[config.mk]
export PLATFORM = sky130hd
export DESIGN_NAME = store_trace_buffer
export DESIGN_NICKNAME = d
export VERILOG_FILES = /design/src/rtl/store_trace_buffer.sv
export SDC_FILE = /design/constraint.sdc
export NUM_CORES = 1
export LEC_CHECK = 0
export ABC_AREA = 1
export BUFFER_PORTS_ARGS = -buffer_cell sky130_fd_sc_hd__clkbuf_2
export CAP_MARGIN = 20
export CORE_UTILIZATION = 60
export CTS_CLUSTER_DIAMETER = 200
export DETAILED_ROUTE_END_ITERATION = 12
export PLACE_DENSITY = 0.78
export SLEW_MARGIN = 40
export SYNTH_ARGS = -nofsm -noshare
export SYNTH_HDL_FRONTEND = slang
export SYNTH_SLANG_ARGS = --single-unit
[constraint.sdc]
create_clock -name clk -period 7.8 [get_ports clk]
set_input_delay 0 -clock clk [delete_from_list [all_inputs] [get_ports clk]]
set_output_delay 0 -clock clk [all_outputs]
set_load 0.02 [all_outputs]
[src/rtl/store_trace_buffer.sv]
// store_trace_buffer
//
// Passive observer on the data-memory side of mips_single_cycle. It sees the
// same address / write-data / strobe signals as the data memory. It records
// every store in a FIFO, which a bench or debug reader drains through a
// valid/ready handshake. It also keeps saturating store and load counters.
// The first store to WATCH_ADDR latches watch_hit, which marks program
// completion. The block only observes: it drives nothing back toward the CPU
// or the memory.
//
// Ports
//   clk          rising-edge clock (CPU clock)
//   rst          synchronous active-high reset
//   data_adr     CPU data address
//   data_in      CPU store data (memory write data)
//   mem_read     CPU load strobe
//   mem_write    CPU store strobe
//   trace_ready  reader accepts the head entry
//   trace_valid  FIFO non-empty
//   trace_adr    head entry address (0 when empty)
//   trace_data   head entry data (0 when empty)
//   fill         current occupancy, 0..DEPTH
//   overflow     sticky: a store was dropped because the FIFO was full
//   proto_err    sticky: mem_read and mem_write were high on the same edge
//   store_cnt    stores observed, saturating
//   load_cnt     loads observed, saturating
//   watch_hit    sticky: a store to WATCH_ADDR occurred
//   watch_data   data of the most recent store to WATCH_ADDR

module store_trace_buffer #(
  parameter int          DEPTH      = 16,
  parameter int          CNT_W      = 16,
  parameter logic [31:0] WATCH_ADDR = 32'h0000_07D0
) (
  input  logic                       clk,
  input  logic                       rst,
  input  logic [31:0]                data_adr,
  input  logic [31:0]                data_in,
  input  logic                       mem_read,
  input  logic                       mem_write,
  input  logic                       trace_ready,
  output logic                       trace_valid,
  output logic [31:0]                trace_adr,
  output logic [31:0]                trace_data,
  output logic [$clog2(DEPTH):0]     fill,
  output logic                       overflow,
  output logic                       proto_err,
  output logic [CNT_W-1:0]           store_cnt,
  output logic [CNT_W-1:0]           load_cnt,
  output logic                       watch_hit,
  output logic [31:0]                watch_data
);

  localparam int AW = $clog2(DEPTH);
  localparam int FW = AW + 1;
  localparam logic [FW-1:0] FULL_FILL = FW'(DEPTH);

  logic [31:0]   adr_mem  [DEPTH];
  logic [31:0]   data_mem [DEPTH];
  logic [AW-1:0] wr_ptr;
  logic [AW-1:0] rd_ptr;

  logic empty;
  logic full;
  logic pop;
  logic push;
  logic drop;
  logic watch_match;

  assign empty = (fill == '0);
  assign full  = (fill == FULL_FILL);

  // Popping on an empty FIFO is impossible, so trace_ready is ignored there.
  // This also means a push into an empty FIFO is never popped on the same edge.
  assign pop  = !empty && trace_ready;

  // A full FIFO still accepts a store when the head leaves on the same edge.
  assign push = mem_write && (!full || pop);
  assign drop = mem_write && full && !pop;

  assign watch_match = mem_write && (data_adr == WATCH_ADDR);

  assign trace_valid = !empty;
  assign trace_adr   = empty ? 32'h0 : adr_mem[rd_ptr];
  assign trace_data  = empty ? 32'h0 : data_mem[rd_ptr];

  // The storage array has no reset. Stale entries are never visible, because
  // the head outputs are forced to 0 while the FIFO is empty.
  always_ff @(posedge clk) begin
    if (!rst && push) begin
      adr_mem[wr_ptr]  <= data_adr;
      data_mem[wr_ptr] <= data_in;
    end
  end

  // Pointers wrap naturally modulo DEPTH, since DEPTH is a power of two.
  // fill tracks writes minus reads.
  always_ff @(posedge clk) begin
    if (rst) begin
      wr_ptr <= '0;
      rd_ptr <= '0;
      fill   <= '0;
    end else begin
      if (push) wr_ptr <= wr_ptr + AW'(1);
      if (pop)  rd_ptr <= rd_ptr + AW'(1);
      case ({push, pop})
        2'b10:   fill <= fill + FW'(1);
        2'b01:   fill <= fill - FW'(1);
        default: fill <= fill;
      endcase
    end
  end

  // Every edge with mem_write counts as a store request, including dropped
  // stores. A combined read+write edge counts as a store only, and it raises
  // proto_err.
  always_ff @(posedge clk) begin
    if (rst) begin
      store_cnt  <= '0;
      load_cnt   <= '0;
      overflow   <= 1'b0;
      proto_err  <= 1'b0;
      watch_hit  <= 1'b0;
      watch_data <= 32'h0;
    end else begin
      if (mem_write && (store_cnt != '1))
        store_cnt <= store_cnt + CNT_W'(1);
      if (mem_read && !mem_write && (load_cnt != '1))
        load_cnt <= load_cnt + CNT_W'(1);
      if (drop)
        overflow <= 1'b1;
      if (mem_read && mem_write)
        proto_err <= 1'b1;
      if (watch_match) begin
        watch_hit  <= 1'b1;
        watch_data <= data_in;
      end
    end
  end

endmodule
==> key figures, run 1 <==
Layout
  • Layout cells sized above 1: 13.1%
  • Area of the multi-input gates: 9680 sq um
  • Most frequent cells in the layout: 1024 x edfxtp_1, 627 x nor2_1, 513 x o21ai_0, 205 x clkbuf_2, 181 x o221ai_1
  • Filler cells: 4405
  • Final Net Count: 3556
  • Commonest non-fill, non-tap cell in the layout: edfxtp_1
  • Register area: 32400 sq um
  • Synth-to-layout area growth: 14.6%

CTS
  • Post-CTS setup buffer count: 0
  • Clock sinks: 1108
  • CTS Buf Count: 108
  • Clock-pin slew on the worst setup and hold paths: 70 ps
  • Hold-fix buffers, CTS: 72
  • Clock root buffer: clkbuf_16
  • H-tree depth: 3
  • CTS tree: yes
  • CTS Buffer Depth: 3
  • Worst-skew pair later-pin latency: 660 ps
  • Gates resized, CTS repair: 0

Yosys
  • Post-Synthesis Cells: 3266
  • Simple-Gate Fraction of Synth Area: 7.82%
  • Count of different cell masters after synthesis: 41
  • Yosys warnings: 0
  • Multiplexer share of the synthesized area: 0%
  • Syn_area_per_cell: 13.3 sq um
  • EDFF count, synth: 1024
  • Synth Area in Adders: 0.259%
  • Post-Synth XOR/XNOR Area: 0.101%
  • Post-Syn Area: 43400 sq um
  • Sequential area share after synthesis: 74.7%
  • Yosys reg bits: 1108
  • Largest family of logic cells by synthesized area: compound AO/OA/AOI/OAI gates
  • Synth Flop Type: edfxtp_1
  • Post-synthesis compound-gate area fraction: 13.8%
  • Ys async rst share: 0%
  • Synth Net Count: 3344

Place
  • Worst slack at placement: 3970 ps
  • IO Port Bufs: 205
  • Final GP Congestion: 0.834
  • Post-DP HPWL: 57300 microns

Critical path
  • CP endpoint kind: output pin
  • WP buf/inv: 4
  • CP max stage cell: buf_4
  • Crit path required time: 7800 ps
  • Cell Chain, Critical Path: clkinv_16 > buf_4 > buf_6 > o21ai_0 > o221ai_1 > o211ai_1 > a21oi_1 > clkbuf_2
  • Slowest cell delay on critical path: 660 ps
  • Crit path max-delay family: buffers and inverters
  • Critical path peak fanout: 250
  • CP Launch Type: register
  • WP data arrival: 4490 ps
  • CP Class: reg2out

STA
  • Fmax: 0.223 GHz
  • Final Setup Violations: 0
  • Clock Skews: 21.6 ps
  • Hold violation count in the final report: 0
  • Slew Viols, Final: 0
  • Max-slew headroom: 38.2%
  • Final Critical Period: 4490 ps
  • Worst-margin pin slew: 928 ps
  • RSZ-0062 raised after global routing: false
  • Setup ws final: 3310 ps
  • Setup TNS: 0 ps
  • Tcrit/Tclk final: 57.6%

Pwr
  • Leakage: 16.2 nW
  • Clock power share: 36.7%
  • Comb power frac: 17.1%
  • Switching Share: 28.2%
  • Flop pwr share: 46.2%
  • PD cells: 289 nW/um^2
  • P_sw: 0.00405 W
  • Peak VDD IR: 0.199 mV
  • Int Power: 0.0103 W

Floorplan
  • Die height: 271 microns
  • I/O Pins: 206
  • Die width: 271 microns
  • Rows: 98
  • Die footprint: 73400 sq um
  • Core Box Area: 71500 sq um
  • Initial core utilization: 60.7%

GRT
  • Initial antenna violation count: 2
  • Vias in the first global route: 29325
  • Total gr overflow: 0
  • Pin count of the biggest net entering global routing: 251
  • All-Layer GR Usage: 30.7%
  • First-pass GRT wire length: 171000 microns

Drt
  • Routed vias/inst: 6.56
  • 1st-iter DRT viols: 4126
  • DRT Pass-1 Iters: 6
  • Via count: 29652
  • DR WL/cell: 25.3 microns
  • Final WL: 114000 microns
  • DRC: 0
  • Antenna Nets Post-Route: 0

Outcome
  • Run status: finished clean

Min path
  • Hold Crit Class: in2reg

Job
  • # Max-Cap Violations: 0
[cell usage after synthesis (all sizes together), types with 2 or more instances]
library cell	count	area (sq um)
xor2	3	26.3
o21a	2	15.0
o211ai	76	571
nor2	649	2450
clkbuf	139	528
xnor2	2	17.5
a211oi	2	15.0
o21ai	572	2860
inv	65	251
a31oi	5	31.3
nand3	77	403
buf	92	639
dfxtp	84	1680
nor3	19	95.1
nor3b	3	22.5
o22ai	75	469
o221ai	181	1590
edfxtp	1024	30700
nand4	7	43.8
a21oi	91	455
ha	9	113
nor4	7	50.1
nand2	78	308
[flip-flops by register name (all words and copies together) (netlist names), named ones only]
register    count
store_cnt      16
rd_ptr          4
data_mem      512
proto_err       1
wr_ptr          4
load_cnt       16
watch_data     32
fill            5
watch_hit       1
overflow        1
adr_mem       512
[final timing paths]
check | start | to | slack, ps | cells past startpoint
setup / recovery | register | trace_adr[14] | 3310 | 8
hold reg to reg | rd_ptr[2] | register | 480 | 2
setup reg to reg | fill[0] | adr_mem[9][30] | 4510 | 9
hold / removal | data_adr[6] | adr_mem[6][6] | 300 | 2
[kinds of logic after synthesis]
family | Yosys count
AND/OR/NAND/NOR | 843
flip-flops | 1108
buffers and inverters | 297
adder cells (fa/ha/maj) | 9
AO/OA/AOI/OAI | 1004
XOR/XNOR | 5
[metrics by stage]
stage / area [sq um] / cells / total power (W) / utilization (%) / hold WS (ps)
floorplan: 43400 / 3266 / 0.00835 / - / 98.9
global route: 49700 / 4517 / 0.0148 / 69.6 / 337
CTS: 49700 / 4516 / 0.0143 / 69.5 / 279
finish: 49700 / 4517 / 0.0144 / 69.6 / 305
global placement: 44900 / 4225 / 0.00899 / 62.8 / 250
detailed placement: 45400 / 4246 / 0.00911 / 63.5 / 283
[cell type report]
type                            count  area share (%)
Sequential cell                  1108            65.2
Antenna cell                        1         0.00503
Multi-Input combinational cell   1861            19.5
Timing Repair Buffer              333            5.08
Tap cell                          950            2.39
Clock inverter                     62            1.32
Clock buffer                      136            5.92
Inverter                           66           0.579
[per-layer routing]
metal / global-route usage, % / wire length (microns) / vias to the layer above
met5: 0 / 0 / -
met4: 12.8 / 3890 / 0
met3: 5.09 / 13600 / 321
met2: 50.1 / 55500 / 2159
met1: 41.1 / 41200 / 14384
li1: - / - / 12788
[power by group through the flow]
stage | Sequential [W] | Clock (W) | Combinational (W)
after floorplan | 0.00672 | 0 | 0.00163
after global placement | 0.00677 | 0 | 0.00222
after detailed placement | 0.00676 | 0 | 0.00235
after CTS | 0.00663 | 0.00529 | 0.00241
after global routing | 0.00664 | 0.00551 | 0.00263
final | 0.00664 | 0.00528 | 0.00246
No activity file was read; power rests on OpenSTA's default activity.
==> inputs of run 2 (changes only) <==
Clock period 7.8 ns to 4.37 ns, I/O delays scaled along.
==> run 2 against run 1 <==
Final area shrank 0.23%. Clock skew rose by 17 ps. Sequential share of layout area increased by 0.15 points. Die area stayed put. First-iteration DRC count down 7.5%. Cell count increased by 0.15%. Sequential cell count unchanged. Worst setup slack worse by 2300 ps. Critical path depth down 2. Register-to-register slack got worse by 3100 ps. Core utilization down 0.16 points. Sequential power rose by 78%. Critical path type unchanged. Largest cell class unchanged.
==> key figures, run 2 (synthesis results as in run 1) <==
Layout
  • Biggest regs: adr_mem x512, data_mem x512, watch_data x32 (unchanged)
  • Antenna diodes: 0 (was 1)
  • Synth-to-layout area growth: 14.3% (was 14.6%)
  • Final Net Count: 3560 (was 3556)
  • Commonest non-fill, non-tap cell in the layout: edfxtp_1 (unchanged)
  • Most frequent cells in the layout: 1024 x edfxtp_1, 627 x nor2_1, 513 x o21ai_0, 205 x clkbuf_2, 181 x o221ai_1 (unchanged)
  • Layout cells sized above 1: 13.0% (was 13.1%)

GRT
  • Vias in the first global route: 28941 (was 29325)
  • All-Layer GR Usage: 29.7% (was 30.7%)
  • Total gr overflow: 0 (unchanged)
  • First-pass GRT wire length: 168000 microns (was 171000 microns)
  • Initial antenna violation count: 1 (was 2)
  • Pin count of the biggest net entering global routing: 193 (was 251)

Place
  • Post-DP HPWL: 57700 microns (was 57300 microns)
  • IO Port Bufs: 205 (unchanged)
  • Final GP Congestion: 0.835 (was 0.834)

Pwr
  • Total power: 0.0256 W (was 0.0144 W)
  • Leakage: 16.1 nW (was 16.2 nW)
  • Peak VDD IR: 0.320 mV (was 0.199 mV)
  • PD cells: 516 nW/um^2 (was 289 nW/um^2)

Critical path
  • CP Class: reg2out (unchanged)
  • Critical path peak fanout: 161 (was 250)
  • Cell Chain, Critical Path: buf_12 > o21ai_0 > o221ai_1 > o211ai_1 > a21oi_1 > clkbuf_2 (was clkinv_16 > buf_4 > buf_6 > o21ai_0 > o221ai_1 > o211ai_1 > a21oi_1 > clkbuf_2)
  • WP data arrival: 3370 ps (was 4490 ps)
  • CP max stage cell: dfxtp_4 (was buf_4)
  • CP Launch Type: register (unchanged)
  • Slowest cell delay on critical path: 580 ps (was 660 ps)
  • Crit path required time: 4370 ps (was 7800 ps)
  • CP endpoint kind: output pin (unchanged)

Drt
  • Final WL: 110000 microns (was 114000 microns)
  • DRT Pass-1 Iters: 6 (unchanged)
  • Routed vias/inst: 6.47 (was 6.56)
  • DRC: 0 (unchanged)
  • Antenna Nets Post-Route: 0 (unchanged)
  • Via count: 29284 (was 29652)
  • 1st-iter DRT viols: 3818 (was 4126)
  • DR WL/cell: 24.3 microns (was 25.3 microns)

CTS
  • CTS Buffer Depth: 3 (unchanged)
  • CTS Buf Count: 107 (was 108)
  • Clock sinks: 1108 (unchanged)
  • Clock root buffer: clkbuf_16 (unchanged)
  • Worst-skew pair later-pin latency: 680 ps (was 660 ps)
  • H-tree depth: 3 (unchanged)
  • CTS tree: yes (unchanged)
  • Clock-pin slew on the worst setup and hold paths: 80 ps (was 70 ps)
  • Post-CTS setup buffer count: 0 (unchanged)

STA
  • Fmax: 0.297 GHz
  • Max-slew headroom: 41.4% (was 38.2%)
  • Final Setup Violations: 0 (unchanged)
  • Slew Viols, Final: 0 (unchanged)
  • Clock Skews: 38.3 ps (was 21.6 ps)
  • Final Critical Period: 3370 ps
  • Hold Worst Slack: 290 ps (was 305 ps)
  • RSZ-0062 raised after global routing: false (unchanged)
  • Tcrit/Tclk final: 77.0%
  • Hold violation count in the final report: 0 (unchanged)
  • Worst-margin pin slew: 879 ps (was 928 ps)

Floorplan
  • I/O Pins: 206 (unchanged)
  • Rows: 98 (unchanged)
  • Die height: 271 microns (unchanged)
  • Core Box Area: 71500 sq um (unchanged)
  • Initial core utilization: 60.7% (unchanged)
  • Die footprint: 73400 sq um (unchanged)
  • Die width: 271 microns (unchanged)

Job
  • # Max-Cap Violations: 0 (unchanged)

Min path
  • Hold Crit Class: in2reg (unchanged)

Outcome
  • Run status: finished clean (unchanged)
-- run 2: cell types whose count changed in the layout (fill, tap and decap cells not counted), sizes merged --
cell / before / now
buf: 56 / 60
clkinv: 42 / 52
inv: 69 / 66
bufinv: 13 / 15
clkbuf: 341 / 336
diode: 1 / 0
-- run 2: cell type report --
type                            instances  area (sq um)
Timing Repair Buffer                  338          2440
Clock inverter                         71           739
Sequential cell                      1108         32400
Tap cell                              950          1190
Clock buffer                          130          2850
Fill cell                            4595         21900
Multi-Input combinational cell       1861          9680
Inverter                               66           279
-- run 2: critical path: cells and delay by family, from the launching register on --
kind            cells  cell delay (ps)
buf+inv             2              780
flops               1              580
compound gates      4             1150
-- run 2: what timing repair did --
| action | in CTS | in global routing |
|---|---|---|
| endpoints found under the hold margin | 1091 | 0 |
| hold buffers | 72 | 0 |
| resized for setup | 0 | 0 |
| endpoints found under the setup margin | 0 | 0 |
-- run 2: path summary, 6_finish.rpt --
check / startpoint / to / slack [ps] / cells after the start
worst max-delay path: register / trace_adr[31] / 1000 / 6
worst min-delay path: data_adr[17] / adr_mem[9][17] / 290 / 3
worst max register to register: fill[0] / adr_mem[12][6] / 1410 / 9
worst min register to register: rd_ptr[3] / register / 480 / 2
-- run 2: layer usage --
layer	GRT usage [%]	wire, microns	part of all wire (%)	vias to the layer above
met3	5.32	11900	11	244
li1	-	-	-	12786
met1	40.1	41200	37	14402
met2	48.3	53200	48	1852
met4	11.8	3580	3.3	0
met5	0	0	0	-
-- run 2: power breakdown --
part / switching [W] / total, W / internal [W]
registers: 0.0000874 / 0.0118 / 0.0117
logic: 0.00321 / 0.00442 / 0.00121
clock network: 0.00388 / 0.00939 / 0.00551
-- run 2: through the flow --
step | utilization [%] | setup TNS, ps | std cells | instance area, sq um | worst slack (ps)
5_1_grt | 69.4 | 0 | 4524 | 49600 | 909
4_1_cts | 69.4 | 0 | 4524 | 49600 | 911
6_report | 69.4 | 0 | 4524 | 49600 | 1000
2_1_floorplan | - | -31130 | 3266 | 43400 | -40.5
3_5_place_dp | 63.4 | 0 | 4251 | 45300 | 1450
3_3_place_gp | 63.2 | 0 | 4247 | 45200 | 1590
